## src/rtl/id_ex_operand_stage.sv

```systemverilog
// ID/EX pipeline register for the OTTER core: captures decoded fields, forwards
// from EX/MEM and MEM/WB into the ALU operands, and bubbles on load-use hazards.
module id_ex_operand_stage #(
   parameter int         XLEN    = 32,
   parameter logic [3:0] NOP_FUN = 4'b0000
) (
   input  logic            CLK,
   input  logic            RST_N,
   input  logic            id_valid,
   input  logic [3:0]      id_alu_fun,
   input  logic [4:0]      id_rs1_addr,
   input  logic [4:0]      id_rs2_addr,
   input  logic [XLEN-1:0] id_rs1_data,
   input  logic [XLEN-1:0] id_rs2_data,
   input  logic [XLEN-1:0] id_imm,
   input  logic [XLEN-1:0] id_pc,
   input  logic [1:0]      id_srcA_sel,
   input  logic [1:0]      id_srcB_sel,
   input  logic [4:0]      id_rd_addr,
   input  logic            id_reg_write,
   input  logic            id_mem_read,
   input  logic            stall,
   input  logic            flush,
   input  logic            exm_reg_write,
   input  logic [4:0]      exm_rd_addr,
   input  logic [XLEN-1:0] exm_result,
   input  logic            mwb_reg_write,
   input  logic [4:0]      mwb_rd_addr,
   input  logic [XLEN-1:0] mwb_data,
   output logic            load_use_hazard,
   output logic            ex_valid,
   output logic [3:0]      ex_alu_fun,
   output logic [XLEN-1:0] ex_srcA,
   output logic [XLEN-1:0] ex_srcB,
   output logic [XLEN-1:0] ex_store_data,
   output logic [4:0]      ex_rd_addr,
   output logic            ex_reg_write,
   output logic            ex_mem_read
);

   logic [4:0]      rs1_addr_q, rs2_addr_q;
   logic [XLEN-1:0] rs1_data_q, rs2_data_q, imm_q, pc_q;
   logic [1:0]      srcA_sel_q, srcB_sel_q;
   logic [XLEN-1:0] rs1_fwd, rs2_fwd;
   logic            rs1_hit, rs2_hit;

   // rs2 is compared regardless of srcB_sel because stores still need it.
   always_comb begin
      rs1_hit = (ex_rd_addr == id_rs1_addr) && (id_srcA_sel == 2'd0);
      rs2_hit = (ex_rd_addr == id_rs2_addr);
      load_use_hazard = ex_valid && ex_mem_read && (ex_rd_addr != 5'd0) && id_valid
                        && (rs1_hit || rs2_hit) && !stall && !flush;
   end

   always_ff @(posedge CLK) begin
      if (!RST_N || flush || load_use_hazard) begin
         ex_valid     <= 1'b0;
         ex_alu_fun   <= NOP_FUN;
         ex_rd_addr   <= '0;
         ex_reg_write <= 1'b0;
         ex_mem_read  <= 1'b0;
         rs1_addr_q   <= '0;
         rs2_addr_q   <= '0;
         rs1_data_q   <= '0;
         rs2_data_q   <= '0;
         imm_q        <= '0;
         pc_q         <= '0;
         srcA_sel_q   <= '0;
         srcB_sel_q   <= '0;
      end else if (!stall) begin
         ex_valid     <= id_valid;
         ex_alu_fun   <= id_alu_fun;
         ex_rd_addr   <= id_rd_addr;
         ex_reg_write <= id_reg_write & id_valid;
         ex_mem_read  <= id_mem_read & id_valid;
         rs1_addr_q   <= id_rs1_addr;
         rs2_addr_q   <= id_rs2_addr;
         rs1_data_q   <= id_rs1_data;
         rs2_data_q   <= id_rs2_data;
         imm_q        <= id_imm;
         pc_q         <= id_pc;
         srcA_sel_q   <= id_srcA_sel;
         srcB_sel_q   <= id_srcB_sel;
      end
   end

   // EX/MEM is the younger producer, so it wins over MEM/WB; x0 never forwards.
   always_comb begin
      if (exm_reg_write && exm_rd_addr != 5'd0 && exm_rd_addr == rs1_addr_q)
         rs1_fwd = exm_result;
      else if (mwb_reg_write && mwb_rd_addr != 5'd0 && mwb_rd_addr == rs1_addr_q)
         rs1_fwd = mwb_data;
      else
         rs1_fwd = rs1_data_q;

      if (exm_reg_write && exm_rd_addr != 5'd0 && exm_rd_addr == rs2_addr_q)
         rs2_fwd = exm_result;
      else if (mwb_reg_write && mwb_rd_addr != 5'd0 && mwb_rd_addr == rs2_addr_q)
         rs2_fwd = mwb_data;
      else
         rs2_fwd = rs2_data_q;
   end

   always_comb begin
      case (srcA_sel_q)
         2'd0:    ex_srcA = rs1_fwd;
         2'd1:    ex_srcA = pc_q;
         2'd2:    ex_srcA = imm_q;
         default: ex_srcA = '0;
      endcase
      case (srcB_sel_q)
         2'd0:    ex_srcB = rs2_fwd;
         2'd1:    ex_srcB = imm_q;
         2'd2:    ex_srcB = XLEN'(4);
         default: ex_srcB = '0;
      endcase
      ex_store_data = rs2_fwd;
   end

endmodule

```

## config.mk

```make
export PLATFORM = sky130hd
export DESIGN_NAME = id_ex_operand_stage
export DESIGN_NICKNAME = d
export VERILOG_FILES = /design/src/rtl/id_ex_operand_stage.sv
export SDC_FILE = /design/constraint.sdc
export NUM_CORES = 1
export LEC_CHECK = 0
export BUFFER_PORTS_ARGS = -buffer_cell sky130_fd_sc_hd__buf_2
export CAP_MARGIN = 15
export CELL_PAD_IN_SITES_DETAIL_PLACEMENT = 0
export CELL_PAD_IN_SITES_GLOBAL_PLACEMENT = 1
export CORE_UTILIZATION = 39
export DETAILED_ROUTE_END_ITERATION = 10
export PLACE_DENSITY = 0.92
export SLEW_MARGIN = 15
export SYNTH_ARGS = -nofsm -noshare
export SYNTH_HDL_FRONTEND = slang
export SYNTH_SLANG_ARGS = --single-unit
```

## constraint.sdc

```tcl
create_clock -name CLK -period 4.4 [get_ports CLK]
set_input_delay 0.44 -clock CLK [delete_from_list [all_inputs] [get_ports CLK]]
set_output_delay 0.44 -clock CLK [all_outputs]
set_load 0.05 [all_outputs]
```

; ---- Word-level counts from Yosys, hierarchy flattened
; Cells that the tools add are included.
[op_classes]
eq_ne = 10
mux = 6
n_bitwise = 2
n_reduce_logical = 25
[op_table]
columns = cell, n
row1 = 32-bit case mux with 3 select lines, 2
row2 = 32-bit 2-to-1 mux, 4
row3 = 5-bit equality test, 6
row4 = 5-bit nonzero test, 3
row5 = 1-bit logical AND, 13
row6 = 2-bit logical NOT, 3
row7 = 2-bit by 1-bit equality test with 1-bit output (second input constant), 2
row8 = 2-bit equality test (second input constant), 2
row9 = 1-bit logical NOT, 3
row10 = 1-bit logical OR, 3
row11 = 1-bit AND, 2
[totals]
register_bits = 154
input_bits = 234
out_inout_bits = 109

; ---- Longest topological paths before layout
[logic_depth]
word_depth = 7
depth_mapped = 7
ltp_nobuf = 5

; ---- Worst setup path before layout
; No wires, ideal clock.
[synth_path]
path_type = input port to output port
from = in mwb_rd_addr[1]
to = out ex_srcB[2]
arrival_ps = 2764
required_time_ps = 3960
setup_slack_ps = 1196
path_stages = 6
n_path_buf = 1
path_cell_list = or4_1 -> o21a_1 -> and4_1 -> buf_6 -> mux2i_1 -> o311ai_1
[synth_between]
elab_chain_len = 6
elab_cells_between_ends = 7
classes_between = 1 x eq/ne / 3 x mux / 3 x reduce/logical
[synth_lines]
columns = element, line
row1 = "start, declared", 28  ; input logic [4:0] mwb_rd_addr,
row2 = 5-bit nonzero test, 98  ; else if (mwb_reg_write && mwb_rd_addr != 5'd0 && mwb_rd_addr == rs2_addr_q)
row3 = 1-bit logical AND, 98
row4 = 1-bit logical AND (*), 98
row5 = 32-bit 2-to-1 mux (*), 98
row6 = 32-bit 2-to-1 mux (*), 96  ; if (exm_reg_write && exm_rd_addr != 5'd0 && exm_rd_addr == rs2_addr_q)
row7 = 32-bit case mux with 3 select lines (*), 111  ; case (srcB_sel_q)
row8 = "end, declared", 34  ; output logic [XLEN-1:0] ex_srcB,
; Mark *: on every way between the ends. The rest lies on a longest branch, timed or not.

; ---- Final worst setup path
[layout_path]
from = reg rs1_addr_q[3]
to = out ex_srcA[11]
[layout_between]
elab_chain_len = 5
elab_cells_between_ends = 7
classes_between = 2 x eq/ne / 3 x mux / 2 x reduce/logical
[layout_lines]
columns = element, line
row1 = "start, declared", 41  ; logic [4:0] rs1_addr_q, rs2_addr_q;
row2 = "start signal, assigned", 76  ; rs1_addr_q <= id_rs1_addr;
row3 = 5-bit equality test, 91  ; else if (mwb_reg_write && mwb_rd_addr != 5'd0 && mwb_rd_addr == rs1_addr_q)
row4 = 1-bit logical AND, 91
row5 = 32-bit 2-to-1 mux, 91
row6 = 32-bit 2-to-1 mux (*), 89  ; if (exm_reg_write && exm_rd_addr != 5'd0 && exm_rd_addr == rs1_addr_q)
row7 = 32-bit case mux with 3 select lines (*), 105  ; case (srcA_sel_q)
row8 = "end, declared", 33  ; output logic [XLEN-1:0] ex_srcA,
; Marked as above.

==> results.json <==
{
  "synth_compound_area_share_pct": 15.1,
  "rows": 54,
  "hold_path_class": "in -> reg",
  "seq_area_mm2": 0.00308,
  "crit_slowest_cell": "o31ai_4",
  "core_area_mm2": 0.0218,
  "crit_path_end_kind": "primary output",
  "min_period_ns": 3.28,
  "synth-edff-count": 0,
  "max_freq_mhz": 305,
  "synth_nets": 1177,
  "cp-start-kind": "register",
  "final_nets": 1457,
  "path_delay_family": "compound AO/OA/AOI/OAI gates",
  "grt_max_degree": 127,
  "clk_pin_slew_worst_paths_ns": 0.07,
  "fin_ws_ns": 1.12,
  "wl_per_cell_um": 19.0,
  "syn_area_mm2": 0.00869,
  "synth_xor_area_share_pct": 2.72,
  "remaining_drc_errors": 0,
  "dieArea_mm2": 0.0229,
  "setup_tns_ns": 0,
  "clock-sinks": 154,
  "p_seq_share_pct": 40.1,
  "critPathMaxStageDelay_ns": 0.87,
  "ys_types": 40,
  "die_w_um": 151,
  "maxSlewViolCount": 0,
  "insertion_delay_ns": 0.42,
  "synth_adder_area_share_pct": 0,
  "cts_max_level": 4,
  "fp.dieH_um": 151,
  "grt_pass1_wl_um": 43000,
  "p_per_area_mw_per_mm2": 331,
  "outcome": "finished clean",
  "post_cts_buffers": 0,
  "rsz0062_at_grt": "false",
  "p_clk_share_pct": 40.8,
  "max-vdd-ir-drop_mv": 0.210,
  "num_vias": 8376,
  "pwr-share-comb_pct": 19.0,
  "synth_warnings": 0,
  "power_w": 0.00368,
  "grt.total_usage_pct": 24.5,
  "p_int_w": 0.00259,
  "cts_resized": 0,
  "critPathArrivalTime_ns": 2.84,
  "drive_gt1_share_pct": 37.1,
  "pre_cts_slack_ns": 1.21,
  "cp_cell_sequence": "xnor2_1, nand3_1, o31ai_4, buf_4, o21ai_1, buf_2",
  "hold_viol_final": 0,
  "cp_max_fo": 17,
  "synth_top_family_by_area": "multiplexers",
  "crit_buf_inv": 2,
  "ys_ff_latch": 154,
  "finalSetupViolCount": 0,
  "drt-initial-drc-count": 512,
  "final_antenna_net_count": 0,
  "synth-simple-area-share_pct": 15.1,
  "swShare_pct": 29.7,
  "multi_input_area_mm2": 0.00522,
  "antenna_found_initial": 2,
  "slew_headroom_pct": 30.1,
  "routabilityCongestion": 0.878,
  "period_share_pct": 74.6,
  "dr.pass1.iters": 7,
  "numCtsBuffers": 17,
  "worst_pin_slew_ns": 1.05,
  "final_common_cell": "buf_2",
  "postCtsHoldBufs": 0,
  "grt_overflow": 0,
  "via_per_inst": 5.52,
  "root_buffer": "clkbuf_16",
  "n_fill_cell": 2095,
  "utilization_pct": 50.9,
  "clockBufferDepth": 2,
  "wirelength_um": 28800,
  "p_leak_nw": 4.97,
  "worstSetupPathType": "reg -> out",
  "synth.avg_cell_area_um2": 9.21,
  "max_cap_violations": 0,
  "power.switching_w": 0.00109,
  "place_hpwl_um": 19700,
  "port_buffers": 342,
  "syn_inst": 943,
  "start_util_pct": 39.8,
  "skew_ns": 0.0195,
  "synth_mux_area_share_pct": 26.3,
  "syn2layout_area_growth_pct": 27.8,
  "first_global_vias": 7955,
  "final_cell_mix": "buf_2, mux2i_1, nor3_1, dfxtp_1, a21oi_1",
  "cp.required_ns": 3.96,
  "io_pins": 343,
  "tritoncts": "built",
  "seq_area_frac_synth_pct": 35.5,
  "synthFlopType": "dfxtp_1",
  "ys_async_sr_fraction_pct": 0
}
-- state kept, by name, summed over array words and instances (netlist names) --
signal	count
ex_alu_fun	4
ex_rd_addr	5
imm_q	32
rs1_addr_q	5
ex_mem_read	1
rs2_data_q	32
srcA_sel_q	2
pc_q	32
ex_reg_write	1
srcB_sel_q	2
rs2_addr_q	5
rs1_data_q	32
ex_valid	1
-- worst paths after layout --
kind                               from                          to  slack, ns  depth (start not counted)
max          rs1_addr_q[3]$_SDFFE_PP0N_                 ex_srcA[11]       1.12                          6
min                       id_rd_addr[0]  ex_rd_addr[0]$_SDFFE_PP0N_       0.30                          3
max reg2reg  ex_rd_addr[2]$_SDFFE_PP0N_  rs2_data_q[8]$_SDFFE_PP0N_       2.02                          6
min reg2reg  ex_alu_fun[0]$_SDFFE_PP0N_  ex_alu_fun[0]$_SDFFE_PP0N_       0.53                          2
-- cell usage after synthesis, types with 6 or more instances --
| cell type | instances | area, um2 |
|---|---|---|
| mux2i_1 | 185 | 1850 |
| nor3_1 | 157 | 786 |
| dfxtp_1 | 154 | 3080 |
| clkbuf_1 | 68 | 255 |
| a21oi_1 | 67 | 335 |
| nand2_1 | 62 | 233 |
| nor2_1 | 36 | 135 |
| a22o_1 | 32 | 280 |
| o21ai_1 | 30 | 150 |
| o221ai_2 | 30 | 450 |
| mux2i_2 | 28 | 385 |
| xnor2_1 | 16 | 140 |
| buf_2 | 15 | 75.1 |
| xor2_1 | 11 | 96.3 |
| buf_4 | 6 | 45.0 |
-- worst min-delay path: cells and delay by family --
family                 cells  cell delay, ns
buffers and inverters      1            0.07
AND/OR/NAND/NOR            1            0.11
multiplexers               1            0.05
-- final cells by class --
| cell class | instances | share of cell area [%] |
|---|---|---|
| Clock inverter | 13 | 1.52 |
| Multi-Input combinational cell | 692 | 47.0 |
| Inverter | 4 | 0.135 |
| Clock buffer | 17 | 3.83 |
| Tap cell | 280 | 3.15 |
| Antenna cell | 3 | 0.0676 |
| Timing Repair Buffer | 354 | 16.5 |
| Sequential cell | 154 | 27.8 |
-- stage by stage --
stage / hold WS [ns] / std cells / cell area (um2)
after global placement: 0.514 / 1484 / 10500
after detailed placement: 0.519 / 1484 / 10500
after CTS: 0.279 / 1514 / 11100
final: 0.295 / 1517 / 11100
after floorplan: 0.505 / 943 / 8690
after global routing: 0.283 / 1516 / 11100
-- layer usage --
layer / GRT usage [%] / share of wire (%)
met3: 6.08 / 8.2
met4: 11.0 / 2.3
met5: 0 / 0
met2: 40.2 / 48
met1: 30.2 / 41
-- power by group through the flow --
| stage | clock network (W) | logic (W) | registers [W] |
|---|---|---|---|
| after floorplan | 0 | 0.000452 | 0.00151 |
| after global placement | 0 | 0.000689 | 0.00150 |
| after detailed placement | 0 | 0.000698 | 0.00151 |
| after CTS | 0.00155 | 0.000701 | 0.00147 |
| after global routing | 0.00161 | 0.000748 | 0.00148 |
| final | 0.00150 | 0.000699 | 0.00148 |
-- logic make-up after synthesis --
kind of cell | Yosys count
XOR/XNOR | 27
AO/OA/AOI/OAI | 171
flip-flops | 154
multiplexers | 215
buffers and inverters | 97
AND/OR/NAND/NOR | 279
Power figures use the tool's default switching activity.
